--- src/rtl/uart_rx_fifo.sv ---
// Receive-data FIFO between the UART receiver and the APB register block.
// Show-ahead head output, level/threshold status and sticky overflow.
module uart_rx_fifo #(
    parameter int DATA_WIDTH = 8,
    parameter int DEPTH = 16,
    localparam int ADDR_WIDTH = $clog2(DEPTH)
) (
    input  logic                  clk,
    input  logic                  reset,
    input  logic                  wr_req,
    input  logic [DATA_WIDTH-1:0] data_in,
    output logic                  full,
    input  logic                  rd_req,
    output logic [DATA_WIDTH-1:0] data_out,
    output logic                  empty,
    output logic [ADDR_WIDTH:0]   level,
    input  logic                  flush,
    input  logic [ADDR_WIDTH:0]   threshold,
    output logic                  threshold_hit,
    output logic                  overflow,
    input  logic                  overflow_clr
);
    localparam logic [ADDR_WIDTH:0] FULL_LEVEL = (ADDR_WIDTH+1)'(DEPTH);

    logic [DATA_WIDTH-1:0] mem [DEPTH];
    logic [ADDR_WIDTH-1:0] wr_ptr, rd_ptr;
    logic [ADDR_WIDTH:0]   level_nxt;
    logic                  push_ok, pop_ok, ovf_set;

    assign full    = (level == FULL_LEVEL);
    assign empty   = (level == '0);
    // A pop frees the slot in the same cycle, so a push is accepted even when full.
    assign push_ok = wr_req && (!full || rd_req);
    assign pop_ok  = rd_req && !empty;
    assign ovf_set = wr_req && full && !rd_req;

    always_comb begin
        level_nxt = level;
        if (flush)
            level_nxt = '0;
        else
            level_nxt = level + (ADDR_WIDTH+1)'(push_ok) - (ADDR_WIDTH+1)'(pop_ok);
    end

    always_ff @(posedge clk or posedge reset) begin
        if (reset) begin
            wr_ptr        <= '0;
            rd_ptr        <= '0;
            level         <= '0;
            overflow      <= 1'b0;
            threshold_hit <= 1'b0;
        end else begin
            if (flush) begin
                wr_ptr <= '0;
                rd_ptr <= '0;
            end else begin
                if (push_ok) wr_ptr <= wr_ptr + ADDR_WIDTH'(1);
                if (pop_ok)  rd_ptr <= rd_ptr + ADDR_WIDTH'(1);
            end
            level         <= level_nxt;
            threshold_hit <= (threshold != '0) && (level_nxt >= threshold);
            // Set wins over a coincident clear.
            if (ovf_set)
                overflow <= 1'b1;
            else if (overflow_clr)
                overflow <= 1'b0;
        end
    end

    always_ff @(posedge clk) begin
        if (push_ok && !flush)
            mem[wr_ptr] <= data_in;
    end

    assign data_out = empty ? '0 : mem[rd_ptr];
endmodule

--- config.mk ---
export PLATFORM = sky130hd
export DESIGN_NAME = uart_rx_fifo
export DESIGN_NICKNAME = d
export VERILOG_FILES = /design/src/rtl/uart_rx_fifo.sv
export SDC_FILE = /design/constraint.sdc
export NUM_CORES = 1
export LEC_CHECK = 0
export CAP_MARGIN = 30
export CORE_ASPECT_RATIO = 1.2
export CORE_MARGIN = 4
export CORE_UTILIZATION = 30
export DETAILED_ROUTE_END_ITERATION = 8
export GPL_TIMING_DRIVEN = 0
export HOLD_SLACK_MARGIN = 0.03
export PLACE_DENSITY = 0.52
export SYNTH_ARGS = -nofsm -noshare
export SYNTH_HDL_FRONTEND = slang
export SYNTH_SLANG_ARGS = --single-unit
--- constraint.sdc ---
create_clock -name clk -period 3.29 [get_ports clk]
set_input_delay 0.987 -clock clk [delete_from_list [all_inputs] [get_ports clk]]
set_output_delay 0.987 -clock clk [all_outputs]
set_load 0.01 [all_outputs]
======== After elaboration in Yosys (flattened, before gate mapping) ========
Memories as Yosys holds them, arrays and structs flattened.
Cells that the tools add are included.
operators by class
  equal/unequal tests ..................... 1
  reduce and logical (&&, ||, !) cells .... 16
  magnitude comparators ................... 1
  add/sub/neg operators ................... 4
  muxes and demuxes ....................... 10
operator list
  kind                 count
  $mux 4               4
  $add 4x1->4 const B  2
  $mux 8               1
  $logic_and 1x1->1    6
  $reduce_bool 2->1    3
  $add 5x1->5          1
  $eq 5x5->1 const B   1
  $ge 5x5->1           1
  $logic_not 5->1      1
  $mux 5               1
  $reduce_bool 5->1    1
  $sub 5x1->5          1
  $logic_not 1->1      4
  $mux 1               4
  $logic_or 1x1->1     1
word-level totals
  register bits after elaboration ......... 15
  memories ................................ 1
  output and inout port bits .............. 17
  input port bits ......................... 19
  word-level logic and storage cells ...... 38
  RAM bits ................................ 128
memories
  name  words  bits a word  read ports  clocked after memory_dff  wr ports  RTL line  RTL
  mem   16     8            1           0                         1         25        logic [DATA_WIDTH-1:0] mem [DEPTH];

======== Depth between registers and ports, before layout ========
Gate-level depths: netlist of the first run.
  depth in word-level cells ............... 9
  depth in mapped cells ................... 17
  depth with buffers taken out ............ 16

======== Worst setup path after synthesis of the first run ========
OpenSTA, ideal clock, no wires.
  kind .................................... input port to flip-flop
  start point ............................. input rd_req
  end point ............................... register threshold_hit
  library setup time ...................... 0.127 ns
  path buffers ............................ 1
  required time ........................... 3.163 ns
  arrival time ............................ 3.308 ns
  path slack .............................. -0.145 ns
  cell stages on the path ................. 14
  cells stage by stage .................... o21ai_0 > clkbuf_1 > ha_1 > inv_1 > ha_1 > inv_1 > fa_1 > nor2b_1 > o21bai_1 > nand3_1 > nor3b_1 > ha_1 > o22ai_1 > a21oi_1
on the way
  cells in the longest elaborated chain, start to end .. 7
  elaborated cells on any way between the ends .. 8
  classes of those cells .................. add/sub (2); order compare (1); mux (1); reduce/logical (4)
ends and longest elaborated chain
  element                RTL line  RTL
  start, declared        13        input logic rd_req,
  $logic_or 1x1->1       33        assign push_ok = wr_req && (!full || rd_req);
  $logic_and 1x1->1      33
  $add 5x1->5            42        level_nxt = level + (ADDR_WIDTH+1)'(push_ok) - (ADDR_WIDTH+1)'(pop_ok);
  $sub 5x1->5 (*)        42
  $mux 5 (*)             39        if (flush)
  net level_nxt[4]       27        logic [ADDR_WIDTH:0] level_nxt;
  $ge 5x5->1 (*)         61        threshold_hit <= (threshold != '0) && (level_nxt >= threshold);
  $logic_and 1x1->1 (*)  61
  end signal, assigned   61
  end, declared          19        output logic threshold_hit,
The timed path passes the listed nets; every way through them passes the cells marked *.
A chain may end at the register's enable or synchronous reset.

======== Worst setup path in the final report of the first run ========
  start point ............................. register rd_ptr[0]
  end point ............................... output data_out[4]
on the way
  cells in the longest elaborated chain, start to end .. 2
ends and longest elaborated chain
  element                 RTL line  RTL
  start, declared         26        logic [ADDR_WIDTH-1:0] wr_ptr, rd_ptr;
  start signal, assigned  58        if (pop_ok) rd_ptr <= rd_ptr + ADDR_WIDTH'(1);
  $mem_v2 16x8            -
  $mux 8                  75        assign data_out = empty ? '0 : mem[rd_ptr];
  end, declared           14        output logic [DATA_WIDTH-1:0] data_out,
No other way between the ends.

==> metrics.csv, run 1 <==
metric,value,unit
Max IR drop VDD,0.413,mV
Congestion Overflow GR,0,
Worst Clk Skew,9.21,ps
Max Cap Violations,0,
post-synthesis sequential area ratio,69.1,%
fin crit share,98.2,%
Starting Density,30.9,%
CTS buffer count,17,
Final Setup Violations,0,
largest family of logic cells by synthesized area,multiplexers,
compound-gate portion of the synthesized area,3.17,%
Achievable Freq,0.310,GHz
drt drc,0,
Adder-Cell Fraction of Synth Area,3.61,%
CTS tree,yes,
Initial DRT Pass Iterations,4,
share of cells above drive strength 1,37.6,%
vias in the first global route,3484,
setup_tns,0,ps
Hold WC Path Type,reg2reg,
antenna violation net count after detailed routing,0,
Critical Path RT,2300,ps
routed vias,3288,
number of nets in the layout,458,
overall die width,138,µm
xor/xnor share of the synthesized area,1.00,%
syn nets,372,
final hold viol count,0,
Worst-Skew Late Latency,420,ps
portion of netlist area occupied by mux cells,14.3,%
Synth area leader,edfxtp_1,
largest cells by area after synthesis,"edfxtp_1, mux4_2, dfrtp_1",
synthesized area,6110,µm²
"worst slack, placed",-902,ps
worst path arrival time,2240,ps
unrepaired setup endpoints after global routing,yes,
wire per inst,19.8,µm
CTS Sinks,143,
Final WS setup,60.1,ps
Area Growth Syn to Fin,29.5,%
utilization after layout,40.0,%
clock buffer depth,2,
CP Max Fanout,8,
initial antenna violation count,0,
DRT iter0 DRCs,156,
Synth cell types,43,
post-synth top area share,62.9,%
average size of a mapped cell,18.2,µm²
Via density,4.73,
Post-Place Cells,648,
simple-gate share of the synthesized area,5.16,%
Total Routing Usage GR,12.4,%
Period minus WS final,3230,ps
post-route non-filler standard cell count,695,
WL final,13800,µm
Filler cells,1823,
Slew HR,38.8,%
Final GP Congestion,0.788,
final instance area,7910,µm²
critical path class,reg2out,
pin count of the biggest net entering global routing,17,
Worst Setup Start Kind,register,
Pwr per Cell Area,767,nW/µm²
dpl hpwl,9540,µm
# rows,56,
post-place instance area,6970,µm²
Synth Instances,336,
Leakage,2.72,nW
chip height,164,µm
core box area,19800,µm²
clock root buffer,clkbuf_16,
most frequent cells in the layout,"edfxtp_1, mux4_2, buf_4",
CP Capture Type,output port,
H-tree depth,4,
clk slew on worst S/H paths,60,ps
Tightest Pin Transition,911,ps
status,"finished, final reports clean",
die area,22700,µm²
io pins,36,
Max Slew Vio Count,0,
Ant. Diodes,0,
yosys warns,0,
register bit total from synthesis,143,
first-pass GRT wire length,20700,µm
"commonest non-fill, non-tap cell in the layout",edfxtp_1,
# port buffers,35,
-- logic make-up after synthesis --
group | count (synthesis)
multiplexers | 43
AND/OR/NAND/NOR | 56
flip-flops | 143
buffers and inverters | 43
adder cells (fa/ha/maj) | 17
AO/OA/AOI/OAI | 27
XOR/XNOR | 7
-- registers in the layout (all words and copies together) (netlist names) --
signal / cells
wr_ptr: 4
level: 5
mem: 128
rd_ptr: 4
overflow: 1
threshold_hit: 1
-- through the flow --
stage	total power, mW	hold WS, ps
after floorplan	3.09	562
after global placement	3.64	532
after detailed placement	3.68	546
after CTS	5.88	564
after global routing	6.37	588
final	6.07	553
-- path summary, 6_finish.rpt --
path	from	endpoint	slack [ps]	depth (start not counted)
worst max register to register	level[3]$_DFF_PP0_	threshold_hit$_DFF_PP0_	100	17
min in group asynchronous	reset	threshold_hit$_DFF_PP0_	950	2
worst min-delay path	overflow$_DFFE_PP0P_	overflow$_DFFE_PP0P_	550	2
max in group asynchronous	reset	wr_ptr[1]$_DFFE_PP0P_	1920	2
worst min register to register	overflow$_DFFE_PP0P_	overflow$_DFFE_PP0P_	550	2
worst max-delay path	rd_ptr[0]$_DFFE_PP0P_	data_out[4]	60	7
-- final cells by class --
type | instances | area (µm²) | area share (%)
multi-input combinational | 150 | 1880 | 23.8
buffer | 19 | 175 | 2.21
inverter | 23 | 86.3 | 1.09
clock inverter | 13 | 195 | 2.47
sequential | 143 | 4220 | 53.3
clock buffer | 18 | 429 | 5.43
timing repair buffer | 68 | 596 | 7.53
tap | 261 | 327 | 4.13
-- synth_stat cells, drive strengths merged --
library cell,count
a21oi,3
nand2,4
mux4,32
buf,14
clkinv,1
dfrtp,15
or4,1
inv,22
clkbuf,6
nor3,9
fa,1
a21o,1
o22ai,1
ha,16
edfxtp,128
and2b,3
nor4,8
xor2,4
or2,1
o32ai,1
and3,1
xnor2,3
a211o,1
a211oi,16
o21bai,1
mux2i,11
nand2b,3
nor3b,1
and2,1
nor2,11
nand4bb,1
nor2b,7
or4b,1
nand3,4
o21ai,1
o211ai,2
-- worst max-delay path: stages, from the launching register on --
cell	delay, ps
dfrtp_1	390
buf_12	160
buf_12	140
mux4_2	490
nor2b_4	140
a211oi_2	280
a211oi_2	60
buf_2	160
-- report_power, final --
| group | internal (mW) | total, mW | switching (mW) |
|---|---|---|---|
| Clock | 1.33 | 2.03 | 0.696 |
| Sequential | 2.05 | 2.11 | 0.0577 |
| Combinational | 1.02 | 1.93 | 0.910 |
-- what timing repair did --
item / in CTS / in global routing
buffers inserted: 9 / 6
gates resized for setup: 69 / 40
cloned: 1 / 1
endpoints found under the setup margin: 10 / 9
pin swaps: 10 / 17
hold buffers: 0 / 0
-- metal layers --
| metal | part of all wire (%) | wire [µm] | global-route usage, % |
|---|---|---|---|
| met1 | 41 | 5690 | 14.4 |
| met2 | 53 | 7270 | 22.0 |
| met3 | 3.8 | 525 | 3.55 |
| met4 | 2.0 | 282 | 4.58 |
| met5 | 0 | 0 | 0 |
Power figures use the tool's default switching activity.
==> run 2: changes to the inputs <==
ABC_AREA = 1   (was unset)
CORE_UTILIZATION = 54   (was 30)
PLACE_DENSITY = 0.81   (was 0.52)
==> metrics.csv, run 2 <==
metric,value,unit
ys async rst share,10.5,%
drt drc,0,
critical path class,reg2reg,
dpl hpwl,9930,µm
average size of a mapped cell,10.5,µm²
"commonest non-fill, non-tap cell in the layout",nand2_1,
WL final,14600,µm
final instance area,7720,µm²
post-synth top area share,60.1,%
Ant. Diodes,0,
Area Growth Syn to Fin,20.8,%
hold buffers post-CTS,0,
overall die width,107,µm
DRT iter0 DRCs,459,
Internal Pwr Total,3.90,mW
chip height,127,µm
max FFs per register,128,
Switch Pwr,1.85,mW
CP Cell Sequence,"inv_2, ha_4, nand3_2, nor2_4, nand2_2, nand2_4, ha_4, inv_2, ha_4, inv_2, fa_2, inv_2, nand2_2, a21oi_2, nor2_2, nand2_1, nand2_2, nor2_4, ha_4, a21oi_2, o21ai_1, nor3_1, nor2_1",
utilization after layout,66.7,%
Congestion Overflow GR,0,
status,"finished, final reports clean",
vias in the first global route,4589,
Flop pwr share,36.6,%
register bit total from synthesis,143,
routed vias,4622,
Slew HR,45.7,%
largest cells by area after synthesis,"edfxtp_1, nand2_1, dfrtp_1",
Pwr per Cell Area,745,nW/µm²
post-place instance area,6940,µm²
critical path's largest stage delay,410,ps
Total Routing Usage GR,22.1,%
Via density,5.45,
CP Capture Type,register,
"delay-heaviest family, CP",adder cells,
fin crit share,98.2,%
antenna violation net count after detailed routing,0,
io pins,36,
Max IR drop VDD,0.579,mV
Period minus WS final,3230,ps
pin count of the biggest net entering global routing,17,
combinational cell fraction of total power,31.7,%
Final Setup Violations,0,
Min Hold Slack,544,ps
H-tree depth,4,
Initial DRT Pass Iterations,5,
worst path arrival time,3540,ps
"Buf+Inv Stages, Crit Path",4,
initial antenna violation count,0,
Max Slew Vio Count,0,
CTS buffer count,17,
Leakage,3.17,nW
Starting Density,55.3,%
most frequent cells in the layout,"nand2_1, edfxtp_1, nand3_1",
# port buffers,35,
Main synth FF type,edfxtp_1,
setup_tns,0,ps
Worst Clk Skew,12.0,ps
Tightest Pin Transition,811,ps
# rows,43,
Final WS setup,58.1,ps
Filler cells,826,
final hold viol count,0,
Worst Setup Start Kind,register,
CTS Sinks,143,
Slowest cell on crit path,dfrtp_1,
post-synthesis sequential area ratio,66.0,%
largest register by flop count,mem,
"EDFF count, synth",128,
clock buffer depth,2,
syn nets,647,
post-route non-filler standard cell count,848,
Synth cell types,25,
Hold WC Path Type,reg2reg,
top-count cell post-synth,nand2_1,
Synth Instances,611,
Max Cap Violations,0,
Clock Power Share,31.8,%
number of nets in the layout,714,
Critical Path RT,3590,ps
Post-Place Cells,803,
Achievable Freq,0.309,GHz
total power,5.75,mW
core box area,11600,µm²
synthesized area,6390,µm²
CP Max Fanout,4,
yosys warns,0,
Synth area leader,edfxtp_1,
top flop regs,"mem x128, level x5",
clk slew on worst S/H paths,60,ps
Worst-Skew Late Latency,420,ps
"worst slack, placed",-847,ps
wire per inst,17.2,µm
clock root buffer,clkbuf_16,
CTS tree,yes,
first-pass GRT wire length,22700,µm
Final GP Congestion,0.970,
share of cells above drive strength 1,13.9,%
Sw Share,32.2,%
commonest cells in the synthesized netlist,"nand2_1, edfxtp_1, nor2_1, nand3_1, inv_1",
die area,13600,µm²
run 2: kinds of logic (layout without fill, tap and decap cells):
kind of cell,after synthesis,after routing,synth area share (%)
flip-flops,143,143,66.0
XOR/XNOR,4,4,0.548
adder cells (fa/ha/maj),17,17,3.44
AO/OA/AOI/OAI,35,35,2.76
buffers and inverters,58,138,4.36
AND/OR/NAND/NOR,354,354,22.9
run 2: area by class of cell:
| class | count | area (µm²) | share of cell area (%) |
|---|---|---|---|
| clock buffer | 25 | 529 | 6.85 |
| tap | 157 | 196 | 2.54 |
| timing repair buffer | 48 | 430 | 5.57 |
| multi-input combinational | 410 | 2000 | 25.9 |
| buffer | 23 | 169 | 2.19 |
| clock inverter | 7 | 45.0 | 0.583 |
| inverter | 35 | 133 | 1.72 |
| sequential | 143 | 4220 | 54.6 |
run 2: worst paths after layout:
path,from,end,slack (ps),depth (start not counted)
setup / recovery,level[2]$_DFF_PP0_,threshold_hit$_DFF_PP0_,60,23
max in group asynchronous,reset,rd_ptr[2]$_DFFE_PP0P_,1960,2
hold / removal,overflow$_DFFE_PP0P_,overflow$_DFFE_PP0P_,540,2
setup reg to reg,level[2]$_DFF_PP0_,threshold_hit$_DFF_PP0_,60,23
hold reg to reg,overflow$_DFFE_PP0P_,overflow$_DFFE_PP0P_,540,2
min in group asynchronous,reset,level[2]$_DFF_PP0_,940,2
run 2: routing by layer:
layer / track usage [%] / part of all wire, % / vias up
li1: - / - / 2180
met1: 26.6 / 39 / 2187
met2: 38.1 / 51 / 217
met3: 4.75 / 6.9 / 38
met4: 10.0 / 3.0 / 0
met5: 0 / 0 / -
run 2: repair_timing:
item | CTS | global route
gates resized for setup | 31 | 17
setup endpoints to repair | 9 | 1
setup buffers | 8 | 5
pin swaps | 5 | 10
cloned | 0 | 0
run 2: worst register-to-register path: stages, from the launching register on:
cell,delay [ps]
dfrtp_1,410
inv_2,90
ha_4,160
nand3_2,110
nor2_4,130
nand2_2,100
nand2_4,90
ha_4,200
inv_2,60
ha_4,120
inv_2,40
fa_2,350
inv_2,90
nand2_2,60
a21oi_2,150
nor2_2,60
nand2_1,60
nand2_2,60
nor2_4,130
ha_4,220
a21oi_2,110
o21ai_1,70
nor3_1,170
nor2_1,80
run 2: power by group through the flow:
stage                     clock [mW]  sequential (mW)  combinational [mW]
final                           1.83             2.11                1.82
after global routing            1.91             2.11                2.00
after CTS                       1.82             2.10                1.67
after detailed placement           0             2.14                1.57
after global placement             0             2.13                1.51
after floorplan                    0             2.14               0.960
==> run 3: changes to the inputs <==
CELL_PAD_IN_SITES_DETAIL_PLACEMENT = 2   (was unset)
CELL_PAD_IN_SITES_GLOBAL_PLACEMENT = 2   (was unset)
CORE_UTILIZATION = 35   (was 54)
PLACE_DENSITY = 0.8   (was 0.81)
==> metrics.csv, run 3 (synthesis gave the netlist of run 2 again) <==
metric,value,unit
overall die width,131,µm
cell mode on critical path,ha_4,
top flop regs,"mem x128, level x5",
FF/Latch Area,4220,µm²
Hold EP,overflow$_DFFE_PP0P_,
"setup slack, reg-to-reg",-20,ps
Post-Place Cells,866,
share of cells above drive strength 1,16.3,%
# port buffers,35,
status,"complete, but fails checks",
Filler cells,1801,
Final GP Congestion,0.812,
io pins,36,
Final Setup Violations,1,
first-pass GRT wire length,31500,µm
routed vias,4757,
Achievable Freq,0.302,GHz
reg2reg end,threshold_hit$_DFF_PP0_,
CTS buffer count,17,
Max Slew Vio Count,0,
# rows,53,
CTS Sinks,143,
fin crit share,101,%
max FFs per register,128,
critical path's largest stage delay,410,ps
Final WS setup,-21.7,ps
Cells on Worst Hold Path,2,
post-route non-filler standard cell count,913,
Critical Path RT,3610,ps
Via density,5.21,
global route hottest layer,met2,
Initial DRT Pass Iterations,4,
Starting Density,36.1,%
Tightest Pin Transition,903,ps
initial antenna violation count,0,
grt met3 use,3.48,%
clk slew on worst S/H paths,70,ps
met2 usage in global routing,39.5,%
die area,20500,µm²
Worst Clk Skew,12.1,ps
failing checks,setup timing,
Total Routing Usage GR,20.6,%
largest register by flop count,mem,
pin count of the biggest net entering global routing,17,
core box area,17700,µm²
final instance area,7940,µm²
final hold viol count,0,
number of nets in the layout,716,
Leakage,3.21,nW
post-place instance area,7020,µm²
"commonest non-fill, non-tap cell in the layout",nand2_1,
WL final,21200,µm
Max IR drop VDD,0.457,mV
HP Start,overflow$_DFFE_PP0P_,
H-tree depth,4,
Pwr per Cell Area,798,nW/µm²
"worst slack, placed",-890,ps
setup_tns,-21.7,ps
DRT iter0 DRCs,336,
Slowest cell on crit path,dfrtp_1,
CP Capture Type,register,
chip height,156,µm
Slew HR,39.6,%
Area Growth Syn to Fin,24.2,%
wire per inst,23.2,µm
CP Cell Sequence,"inv_2, ha_4, nand3_4, nor2_4, nand2_2, nand2_4, ha_4, inv_4, ha_4, inv_2, fa_2, inv_2, nand2_2, a21oi_2, nor2_2, nand2_1, nand2_2, nor2_4, ha_4, a21oi_2, o21ai_1, nor3_2, nor2_1",
Min Hold Slack,536,ps
Max Cap Violations,0,
most frequent cells in the layout,"nand2_1, edfxtp_1, nand3_1",
"delay-heaviest family, CP",adder cells,
clock buffer depth,2,
Congestion Overflow GR,0,
R2R cell count,23,
R2R Path Start,level[3]$_DFF_PP0_,
dpl hpwl,13600,µm
CTS tree,yes,
area of the multi-input gates,2030,µm²
drt drc,0,
clock root buffer,clkbuf_16,
Worst-Skew Late Latency,430,ps
worst path arrival time,3630,ps
met1 Track Usage GR,22.5,%
"Buf+Inv Stages, Crit Path",4,
Worst Setup Start Kind,register,
unrepaired setup endpoints after global routing,yes,
vias in the first global route,5470,
Ant. Diodes,0,
critical path class,reg2reg,
Period minus WS final,3310,ps
CP Max Fanout,3,
antenna violation net count after detailed routing,0,
Hold WC Path Type,reg2reg,
==> run 3: worst max path at each step <==
stage / from / endpoint / slack, ps / cells past startpoint
2_1_floorplan: rd_req / threshold_hit$_DFF_PP0_ / 5 / 20
6_report: level[3]$_DFF_PP0_ / threshold_hit$_DFF_PP0_ / -20 / 23
3_5_place_dp: rd_req / threshold_hit$_DFF_PP0_ / -890 / 21
3_3_place_gp: rd_req / threshold_hit$_DFF_PP0_ / -820 / 21
5_1_grt: level[3]$_DFF_PP0_ / threshold_hit$_DFF_PP0_ / -250 / 23
4_1_cts: level[3]$_DFF_PP0_ / threshold_hit$_DFF_PP0_ / -170 / 23
==> run 3: stage by stage <==
stage / power (mW) / util, %
after floorplan: 3.10 / -
after global placement: 3.72 / 39.6
after detailed placement: 3.83 / 39.6
after CTS: 6.10 / 44.0
after global routing: 6.66 / 44.9
final: 6.34 / 44.9
==> run 3: area by class of cell <==
type	instances	area share (%)
Sequential cell	143	53.2
Clock buffer	18	5.53
Timing Repair Buffer	50	5.62
Tap cell	220	3.47
Multi-Input combinational cell	410	25.6
Buffer	23	2.27
Inverter	35	1.70
Clock inverter	14	2.68
==> run 3: routing by layer <==
layer  up-vias  routed length, µm  share of wire, %
li1       2183                  -                 -
met1      2421               8190                39
met2       121              11600                55
met3        32                744               3.5
met4         0                655               3.1
met5         -                  0                 0
==> run 3: tightest hold or removal path, cell delays in order (launching register included) <==
cell and delay, ps:
dfrtp_1 380, inv_1 50, o21ai_0 60
==> run 3: where the power goes <==
group,switching [mW],total (mW),leakage [nW],internal (mW)
Clock,0.781,2.15,0.320,1.37
Sequential,0.0610,2.11,1.35,2.05
Combinational,1.27,2.08,1.54,0.810
==> run 3: timing repair <==
action,CTS,global route
pin swaps,6,11
buffers inserted,5,10
setup endpoints to repair,9,8
cloned,0,0
hold buffers,0,0
resized for setup,40,24
